===== src/rtl/controller_pkg.sv =====
// Shared types and constants for the NES/SNES controller reader.
package controller_pkg;

  typedef enum logic [1:0] {
    CTRL_NES  = 2'b00,
    CTRL_SNES = 2'b01
  } ctrl_type_t;

  typedef enum logic [2:0] {
    IDLE,
    LATCH,
    WAIT0,
    CLK_LOW,
    CLK_HIGH,
    DONE
  } state_t;

  localparam int NES_BITS  = 8;
  localparam int SNES_BITS = 16;

  // NES bit positions in buttons
  localparam int NES_A      = 0;
  localparam int NES_B      = 1;
  localparam int NES_SELECT = 2;
  localparam int NES_START  = 3;
  localparam int NES_UP     = 4;
  localparam int NES_DOWN   = 5;
  localparam int NES_LEFT   = 6;
  localparam int NES_RIGHT  = 7;

  // SNES bit positions in buttons
  localparam int BTN_B      = 0;
  localparam int BTN_Y      = 1;
  localparam int BTN_SELECT = 2;
  localparam int BTN_START  = 3;
  localparam int BTN_UP     = 4;
  localparam int BTN_DOWN   = 5;
  localparam int BTN_LEFT   = 6;
  localparam int BTN_RIGHT  = 7;
  localparam int BTN_A      = 8;
  localparam int BTN_X      = 9;
  localparam int BTN_L      = 10;
  localparam int BTN_R      = 11;

endpackage


===== src/rtl/sync_2ff.sv =====
// Two-flop synchronizer for a single asynchronous input bit.
module sync_2ff #(
  parameter logic RESET_VAL = 1'b1
) (
  input  logic clk,
  input  logic rst,
  input  logic d,
  output logic q
);

  logic meta;

  always_ff @(posedge clk or posedge rst) begin
    if (rst) begin
      meta <= RESET_VAL;
      q    <= RESET_VAL;
    end else begin
      meta <= d;
      q    <= meta;
    end
  end

endmodule


===== src/rtl/controller_reader.sv =====
// Polls an NES/SNES controller over latch/clock/data and publishes the button vector.
// Build option: CTRL_SYNC_EN adds a 2-flop synchronizer on ctrl_data.
//
// state    | meaning
// IDLE     | waiting POLL_CYCLES between polls
// LATCH    | ctrl_latch high for 2T
// WAIT0    | gap after latch, bit 0 sampled at its end
// CLK_LOW  | ctrl_clk low for T
// CLK_HIGH | ctrl_clk high for T, bit k sampled at its end
// DONE     | publish buttons, pulse valid
module controller_reader
  import controller_pkg::*;
#(
  parameter int HALF_CYCLES = 300,
  parameter int POLL_CYCLES = 833_000
) (
  input  logic        clk,
  input  logic        reset,
  input  logic [1:0]  sel,
  input  logic        ctrl_data,
  output logic        ctrl_latch,
  output logic        ctrl_clk,
  output logic [15:0] buttons,
  output logic        valid
);

  localparam int PW = $clog2(2 * HALF_CYCLES);
  localparam int CW = $clog2(POLL_CYCLES + 1);
  localparam logic [PW-1:0] T_LAST = PW'(HALF_CYCLES - 1);
  localparam logic [PW-1:0] L_LAST = PW'(2 * HALF_CYCLES - 1);
  localparam logic [CW-1:0] P_LAST = CW'(POLL_CYCLES - 1);
  localparam logic [3:0]    NES_LAST  = 4'(NES_BITS - 1);
  localparam logic [3:0]    SNES_LAST = 4'(SNES_BITS - 1);

  state_t        state, state_nx;
  logic [PW-1:0] phase;
  logic [CW-1:0] poll_cnt;
  logic [3:0]    bit_cnt, bit_last;
  logic [15:0]   shift;
  logic          data_s;
  logic          sel_ok, phase_end;

`ifdef CTRL_SYNC_EN
  sync_2ff #(.RESET_VAL(1'b1)) u_sync (
    .clk (clk),
    .rst (reset),
    .d   (ctrl_data),
    .q   (data_s)
  );
`else
  assign data_s = ctrl_data;
`endif

  assign sel_ok    = ~sel[1];
  assign phase_end = (state == LATCH) ? (phase == L_LAST) : (phase == T_LAST);

  always_ff @(posedge clk or posedge reset) begin
    if (reset) state <= IDLE;
    else       state <= state_nx;
  end

  always_comb begin
    state_nx = state;
    case (state)
      IDLE:     if (sel_ok && !valid && poll_cnt == P_LAST) state_nx = LATCH;
      LATCH:    if (phase_end) state_nx = WAIT0;
      WAIT0:    if (phase_end) state_nx = CLK_LOW;
      CLK_LOW:  if (phase_end) state_nx = CLK_HIGH;
      CLK_HIGH: if (phase_end) state_nx = (bit_cnt == bit_last) ? DONE : CLK_LOW;
      DONE:     state_nx = IDLE;
      default:  state_nx = IDLE;
    endcase
  end

  always_ff @(posedge clk or posedge reset) begin
    if (reset) begin
      phase      <= '0;
      poll_cnt   <= '0;
      bit_cnt    <= '0;
      bit_last   <= '0;
      shift      <= '0;
      ctrl_latch <= 1'b0;
      ctrl_clk   <= 1'b1;
      buttons    <= '0;
      valid      <= 1'b0;
    end else begin
      ctrl_latch <= (state_nx == LATCH);
      ctrl_clk   <= (state_nx != CLK_LOW);
      valid      <= (state == DONE);
      phase      <= (state_nx == state && state != IDLE) ? phase + 1'b1 : '0;

      // The poll interval starts counting after the cycle that publishes buttons.
      if (state == IDLE) begin
        if (!sel_ok || valid || poll_cnt == P_LAST) poll_cnt <= '0;
        else                                        poll_cnt <= poll_cnt + 1'b1;
        if (!sel_ok) buttons <= '0;
      end

      if (state == IDLE && state_nx == LATCH)
        bit_last <= (ctrl_type_t'(sel) == CTRL_SNES) ? SNES_LAST : NES_LAST;

      if (state == WAIT0 && phase_end) begin
        shift[0] <= ~data_s;
        bit_cnt  <= 4'd1;
      end

      if (state == CLK_HIGH && phase_end) begin
        shift[bit_cnt] <= ~data_s;
        bit_cnt        <= bit_cnt + 1'b1;
      end

      if (state == DONE)
        buttons <= (bit_last == NES_LAST) ? {8'h00, shift[7:0]} : shift;
    end
  end

endmodule


===== config.mk =====
export PLATFORM = sky130hd
export DESIGN_NAME = controller_reader
export DESIGN_NICKNAME = d
export VERILOG_FILES = /design/src/rtl/controller_pkg.sv /design/src/rtl/sync_2ff.sv /design/src/rtl/controller_reader.sv
export SDC_FILE = /design/constraint.sdc
export NUM_CORES = 1
export LEC_CHECK = 0
export BUFFER_PORTS_ARGS = -buffer_cell sky130_fd_sc_hd__buf_4
export CORE_MARGIN = 1
export CORE_UTILIZATION = 60
export DETAILED_ROUTE_END_ITERATION = 8
export PLACE_DENSITY = 0.81
export RECOVER_POWER = 100
export SLEW_MARGIN = 30
export SYNTH_ARGS = -nofsm -noshare
export SYNTH_HDL_FRONTEND = slang
export SYNTH_SLANG_ARGS = --single-unit

===== constraint.sdc =====
create_clock -name clk -period 4.8 [get_ports clk]
set_input_delay 0.96 -clock clk [delete_from_list [all_inputs] [get_ports clk]]
set_output_delay 0.96 -clock clk [all_outputs]
set_load 0.05 [all_outputs]

==> reports/qor.csv, run 1 <==
stage,metric,value,unit
outcome,outcome,finished clean,
global_route,grt_usage,0.2425,
synth,yosys.area.top_type,dfrtp_1,
cts,cts.hold.buffers_added,0,
synth,synth_nets,356,
detailed_routing,ant_nets,0,
global_route,grt_pass1_vias,2407,
sta,post-route-min-period,2.928,ns
power,p_leak,1.653,nW
synth,synth_area,3577,um2
floorplanning,floorplan.die_area,6275,um2
detailed_routing,postRouteWirelength,7059,um
sta,final.setup_skew,0.01056,ns
finish,fin_nets,371,
sta,hold_violations,0,
synth,synth_edf_count,0,
detailed_routing,route.detailed.drc,0,
finish,fin_cells,437,
critical_path,critPathLaunchType,flop,
detailed_routing,dr.pass1.iters,4,
global_route,grt_max_degree,41,
cts,postCtsSetupRepairBufs,0,
synth,synth_cell_type_count,49,
power,powerDensity,295.0,nW/um2
detailed_routing,first_iter_violations,144,
synth,synth_top_area_frac,0.5107,
job,drv_cap,0,
synth,synth_area_leaders,"dfrtp_1, a22o_1, xor2_1, nor2_1, nand3_1",
floorplanning,ios,24,
synth,syn_area_per_cell,10.37,um2
sta,max-slew-margin-rel,0.03789,
cts,htree_levels,3,
critical_path,end_kind,flop,
global_route,grt_first_pass_wirelength,11590,um
synth,async_flop_share,1.000,
detailed_routing,post_drt_wl_per_cell,16.15,um
cts,clock_latency,0.35,ns
floorplanning,die_w,79.22,um
critical_path,path_class,flop to flop,
detailed_routing,num_vias,2630,
sta,max_freq,341.5,MHz
sta,setup_viol,0,
cts,postCtsResizedCells,0,
floorplanning,row_count,27,
critical_path,arrival,3.18,ns
global_route,antenna_found_initial,0,
synth,synthCells,345,
cts,cts_inserted_buffers,9,
sta,fin_crit_sh,0.6101,
synth,synthFlopType,dfrtp_1,
sta,hold_ws,0.4842,ns
finish,diodes,0,
synth,synth_warnings,0,
cts,clk_pin_slew,0.08,ns
floorplanning,die_y,79.22,um
placed_design,dp.cells,421,
power,vdd_ir_drop_max,0.1915,mV
placed_design,place_congestion,0.8491,
synth,yosysSeqAreaShare,0.5180,
cts,clockRootBuffer,clkbuf_8,
sta,drv_slew,0,
sta,rsz0062_at_grt,false,
synth,synth_seq_cells,74,
floorplanning,core_area,5642,um2
global_route,overflow,0,
cts,clock-sinks,74,
detailed_routing,drt-vias-per-instance,6.018,
cts,cts_tree,yes,
hold_path,hp-class,flop to flop,
sta,timing.setup.tns,0,ns
placed_design,io_buffer_count,23,
critical_path,worst_ep_required_time,5.05,ns
placed_design,dp_hpwl,4803,um
floorplanning,start_util,0.6341,
finish,drive_gt1_frac,0.07671,
critical_path,cp_max_fo,32,
finish,area_delta_synth_final,7.240,%
cts,cts_buffer_depth,2,
sta,worstMarginPinSlew,1.442,ns
-- routing by layer --
layer / track usage / routed length, um
met1: 0.3515 / 3488
met2: 0.3672 / 3173
met3: 0.03793 / 279
met4: 0.09273 / 116
met5: 0 / 0
-- registers in the layout (all words and copies together), names as in the netlist --
register    count
ctrl_latch      1
poll_cnt       20
shift          16
bit_last        2
buttons        16
bit_cnt         4
ctrl_clk        1
valid           1
state           3
phase          10
-- stage by stage --
step	power (mW)	util	worst slack (ns)	instance area, um2
after global placement	0.6553	0.6625	2.348	3737
after global routing	1.166	0.6800	1.590	3836
after detailed placement	0.6559	0.6625	2.256	3737
after CTS	1.138	0.6979	2.218	3938
after floorplan	0.6479	-	1.960	3577
final	1.132	0.6800	1.872	3836
-- critical path, cell delays in order, from the launching register on --
cell and delay [ns]:
dfrtp_1 0.39, ha_1 0.20, nor2b_1 0.25, and4_1 0.37, and2_0 1.14, a31oi_1 0.22
a41oi_1 0.25
-- synthesized netlist by cell type (9+ instances only) --
| cell | instances |
|---|---|
| o21ai_0 | 13 |
| dfrtp_1 | 73 |
| a41oi_1 | 11 |
| a21oi_1 | 9 |
| xnor2_1 | 10 |
| nor2_1 | 33 |
| xor2_1 | 15 |
| nor3_1 | 10 |
| nand2_1 | 26 |
| a31oi_1 | 13 |
| nand3_1 | 21 |
| a22o_1 | 16 |
-- final timing paths --
kind                       startpoint  depth (start not counted)            to  slack (ns)
setup / recovery             phase[0]                          6     shift[14]        1.87
hold / removal               phase[0]                          1      phase[0]        0.48
setup reg to reg             phase[0]                          6     shift[14]        1.87
hold reg to reg              phase[0]                          1      phase[0]        0.48
max in group asynchronous       reset                          3  poll_cnt[12]        2.67
min in group asynchronous       reset                          2    buttons[8]        0.96
-- power breakdown --
part	internal, mW	switching, mW	leakage [nW]
combinational	0.00315	0.0157	0.653
sequential	0.623	0.000223	0.904
clock	0.243	0.246	0.0962
-- layout make-up --
| cell class | instances | area [um2] |
|---|---|---|
| inverters | 8 | 30.03 |
| repair buffers | 25 | 112.6 |
| clock inverters | 7 | 76.32 |
| fillers | 431 | 1805 |
| multi-input cells | 242 | 1550 |
| flip-flops and latches | 74 | 1853 |
| well taps | 72 | 90.09 |
| clock buffers | 9 | 123.9 |
-- cells by family after synthesis --
| logic type | after synthesis | synth area share |
|---|---|---|
| and+or+nand+nor | 134 | 0.1997 |
| AOI/OAI and AO/OA | 74 | 0.1500 |
| xor gates and xnor gates | 25 | 0.06121 |
| buffers and inverters | 29 | 0.04127 |
| DFF | 74 | 0.5180 |
| muxes | 3 | 0.008744 |
| adders and majority gates | 6 | 0.02099 |
-- cell usage in the layout (no fill, tap or decap), types with 4 or more instances in the layout --
cell type / count
a21oi_1: 10
a22o_1: 16
a31oi_1: 13
a41oi_1: 11
and3_1: 6
buf_4: 4
clkbuf_1: 20
clkbuf_8: 9
dfrtp_1: 73
ha_1: 6
inv_1: 8
nand2_1: 26
nand3_1: 21
nand4_1: 8
nor2_1: 33
nor2b_1: 8
nor3_1: 10
nor4_1: 4
o21ai_0: 14
xnor2_1: 10
xor2_1: 15
No activity file was read; power rests on OpenSTA's default activity.
==> run 2, diff against run 1 <==
CORE_UTILIZATION = 54   (was 60)
PLACE_DENSITY = 0.77   (was 0.81)
clock period = 2.35 ns   (was 4.8 ns; I/O delays follow)
==> reports/qor.csv, run 2 (synthesis results as in run 1) <==
stage,metric,value,unit,change
outcome,outcome,finished clean,,
power,pwr-share-clk,0.425,,-0.007
floorplanning,die_w,83.39,um,+5.3%
global_route,overflow,0,,unchanged
critical_path,critPathLaunchType,flop,,
finish,fillers,532,,+23%
floorplanning,row_count,29,,+7.4%
detailed_routing,post_drt_wl_per_cell,15.67,um,-3.0%
placed_design,dp_hpwl,4728,um,-1.6%
detailed_routing,postRouteWirelength,7052,um,about the same
placed_design,place_congestion,0.8707,,+2.5%
floorplanning,start_util,0.5601,,-0.07392
sta,max_freq,465.5,MHz,+36%
global_route,antenna_found_initial,0,,unchanged
global_route,grt_first_pass_wirelength,12020,um,+3.7%
hold_path,hp-class,primary input to async pin,,
critical_path,cpMaxStageDelayCell,or4_1,,
critical_path,reg2reg_setup_slack,0.20,ns,-1.67 ns
critical_path,r2r_cells,5,,-1
sta,fin_crit_sh,0.9141,,+0.3040
critical_path,path_class,flop to flop,,
sta,final.setup_skew,0.009242,ns,-0.001317 ns
critical_path,path_depth,5,,-1
critical_path,cp_cell_sequence,nor4_1 -> nand4_1 -> or4_1 -> a21oi_4 -> nor2_1,,
detailed_routing,first_iter_violations,162,,+13%
sta,setup_viol,0,,unchanged
detailed_routing,drt-vias-per-instance,6.051,,+0.55%
power,vdd_ir_drop_max,0.4227,mV,+120%
critical_path,cp-endpoint,poll_cnt[7],,
critical_path,crit_start,poll_cnt[4],,
global_route,grt_usage,0.2169,,-0.02555
critical_path,cp.buffers_inverters,0,,unchanged
floorplanning,ios,24,,unchanged
critical_path,rr_startpoint,poll_cnt[4],,
sta,post-route-min-period,2.148,ns,-0.7803 ns
cts,cts_inserted_buffers,9,,unchanged
placed_design,post-place-ws,0.3112,ns,-1.945 ns
critical_path,cp_max_fo,16,,-50%
power,finalPower,2.282,mW,+100%
detailed_routing,route.detailed.drc,0,,unchanged
detailed_routing,ant_nets,0,,unchanged
finish,drive_gt1_frac,0.09383,,+0.01712
power,powerDensity,583.8,nW/um2,+98%
power,netSwitchingFraction,0.2132,,-0.01805
floorplanning,core_area,6386,um2,+13%
sta,worstMarginPinSlew,1.175,ns,-0.2674 ns
power,p_leak,1.693,nW,+2.4%
finish,diodes,0,,unchanged
cts,cts_tree,yes,,
critical_path,end_kind,flop,,
floorplanning,floorplan.die_area,6954,um2,+11%
sta,max-slew-margin-rel,0.2167,,+0.1788
cts,clock-sinks,74,,unchanged
sta,rsz0062_at_grt,false,,
detailed_routing,dr.pass1.iters,4,,unchanged
cts,clk_pin_slew,0.08,ns,about the same
critical_path,worst_ep_required_time,2.56,ns,-2.49 ns
power,combPwrFrac,0.016,,about the same
sta,timing.setup.tns,0,ns,unchanged
cts,cts_buffer_depth,2,,unchanged
placed_design,io_buffer_count,23,,unchanged
finish,layout_common_cells,"dfrtp_1, nor2_1, nand2_1",,
cts,postCtsSetupRepairBufs,0,,unchanged
detailed_routing,num_vias,2723,,+3.5%
cts,clockRootBuffer,clkbuf_8,,
finish,regMostFlops,poll_cnt,,
finish,final_common_cell,dfrtp_1,,
cts,cts.hold.buffers_added,0,,unchanged
sta,fin_ws,0.2019,ns,-1.670 ns
critical_path,cp_slowest_stage_delay,0.52,ns,-0.62 ns
critical_path,r2r-end,poll_cnt[7],,
cts,clock_latency,0.34,ns,about the same
critical_path,cp_top_family,simple AND/OR/NAND/NOR gates,,
finish,fin_nets,380,,+2.4%
sta,drv_slew,0,,unchanged
power,p_int,1.795,mW,+110%
power,power_frac_seq,0.558,,+0.007
global_route,grt_max_degree,56,,+37%
finish,largest_reg_flops,20,,unchanged
critical_path,arrival,2.36,ns,-0.82 ns
cts,postCtsResizedCells,0,,unchanged
job,drv_cap,0,,unchanged
sta,hold_violations,0,,unchanged
finish,largestRegisters,"poll_cnt (20), buttons (16), shift (16)",,
finish,area_delta_synth_final,9.269,%,
floorplanning,die_y,83.39,um,+5.3%
finish,final_util,0.6121,,-0.06790
cts,htree_levels,3,,unchanged
power,switchingPower,0.4866,mW,+86%
global_route,grt_pass1_vias,2628,,+9.2%
[run 2: cell types whose count changed in the layout (fill, tap and decap cells not counted), sizes merged]
| cell | change |
|---|---|
| clkinv | +1 |
| inv | -2 |
| clkbuf | +5 |
| clkinvlp | -2 |
| buf | +6 |
[run 2: final cells by class]
cell class,count,area [um2],share of cell area
sequential,74,1853,0.4741
multi-input combinational,242,1568,0.4011
timing repair buffer,34,167.7,0.04289
clock buffer,11,141.4,0.03617
tap,77,96.34,0.02465
clock inverter,4,52.55,0.01344
inverter,8,30.03,0.007682
[run 2: per-stage QoR]
step / hold slack, ns / instances / area [um2]
2_1_floorplan: 0.4552 / 345 / 3577
3_3_place_gp: 0.4701 / 435 / 3824
3_5_place_dp: 0.4758 / 435 / 3824
4_1_cts: 0.1271 / 450 / 4018
5_1_grt: 0.3179 / 450 / 3909
6_report: 0.2415 / 450 / 3909
[run 2: worst min-delay path by stage]
stage                        to  slack, ns  cells past startpoint
floorplan              phase[0]       0.46                      1
global placement       phase[0]       0.47                      1
detailed placement   buttons[8]       0.48                      1
CTS                 buttons[14]       0.13                      2
global route        buttons[14]       0.32                      2
finish              buttons[14]       0.24                      2
[run 2: power by group through the flow]
stage | Clock [mW] | Combinational (mW) | Sequential, mW
3_3_place_gp | 0 | 0.0426 | 1.30
2_1_floorplan | 0 | 0.0246 | 1.30
3_5_place_dp | 0 | 0.0426 | 1.30
5_1_grt | 1.03 | 0.0442 | 1.27
6_report | 0.971 | 0.0373 | 1.27
4_1_cts | 0.992 | 0.0425 | 1.27
[run 2: worst register-to-register path, cell delays in order (launching register included)]
cell     delay, ns
dfrtp_1       0.45
nor4_1        0.32
nand4_1       0.18
or4_1         0.52
a21oi_4       0.44
nor2_1        0.11
[run 2: layer usage]
metal	global-route usage	share of wire
met1	0.3013	0.48
met2	0.3294	0.45
met3	0.03976	0.047
met4	0.1050	0.016
met5	0	0
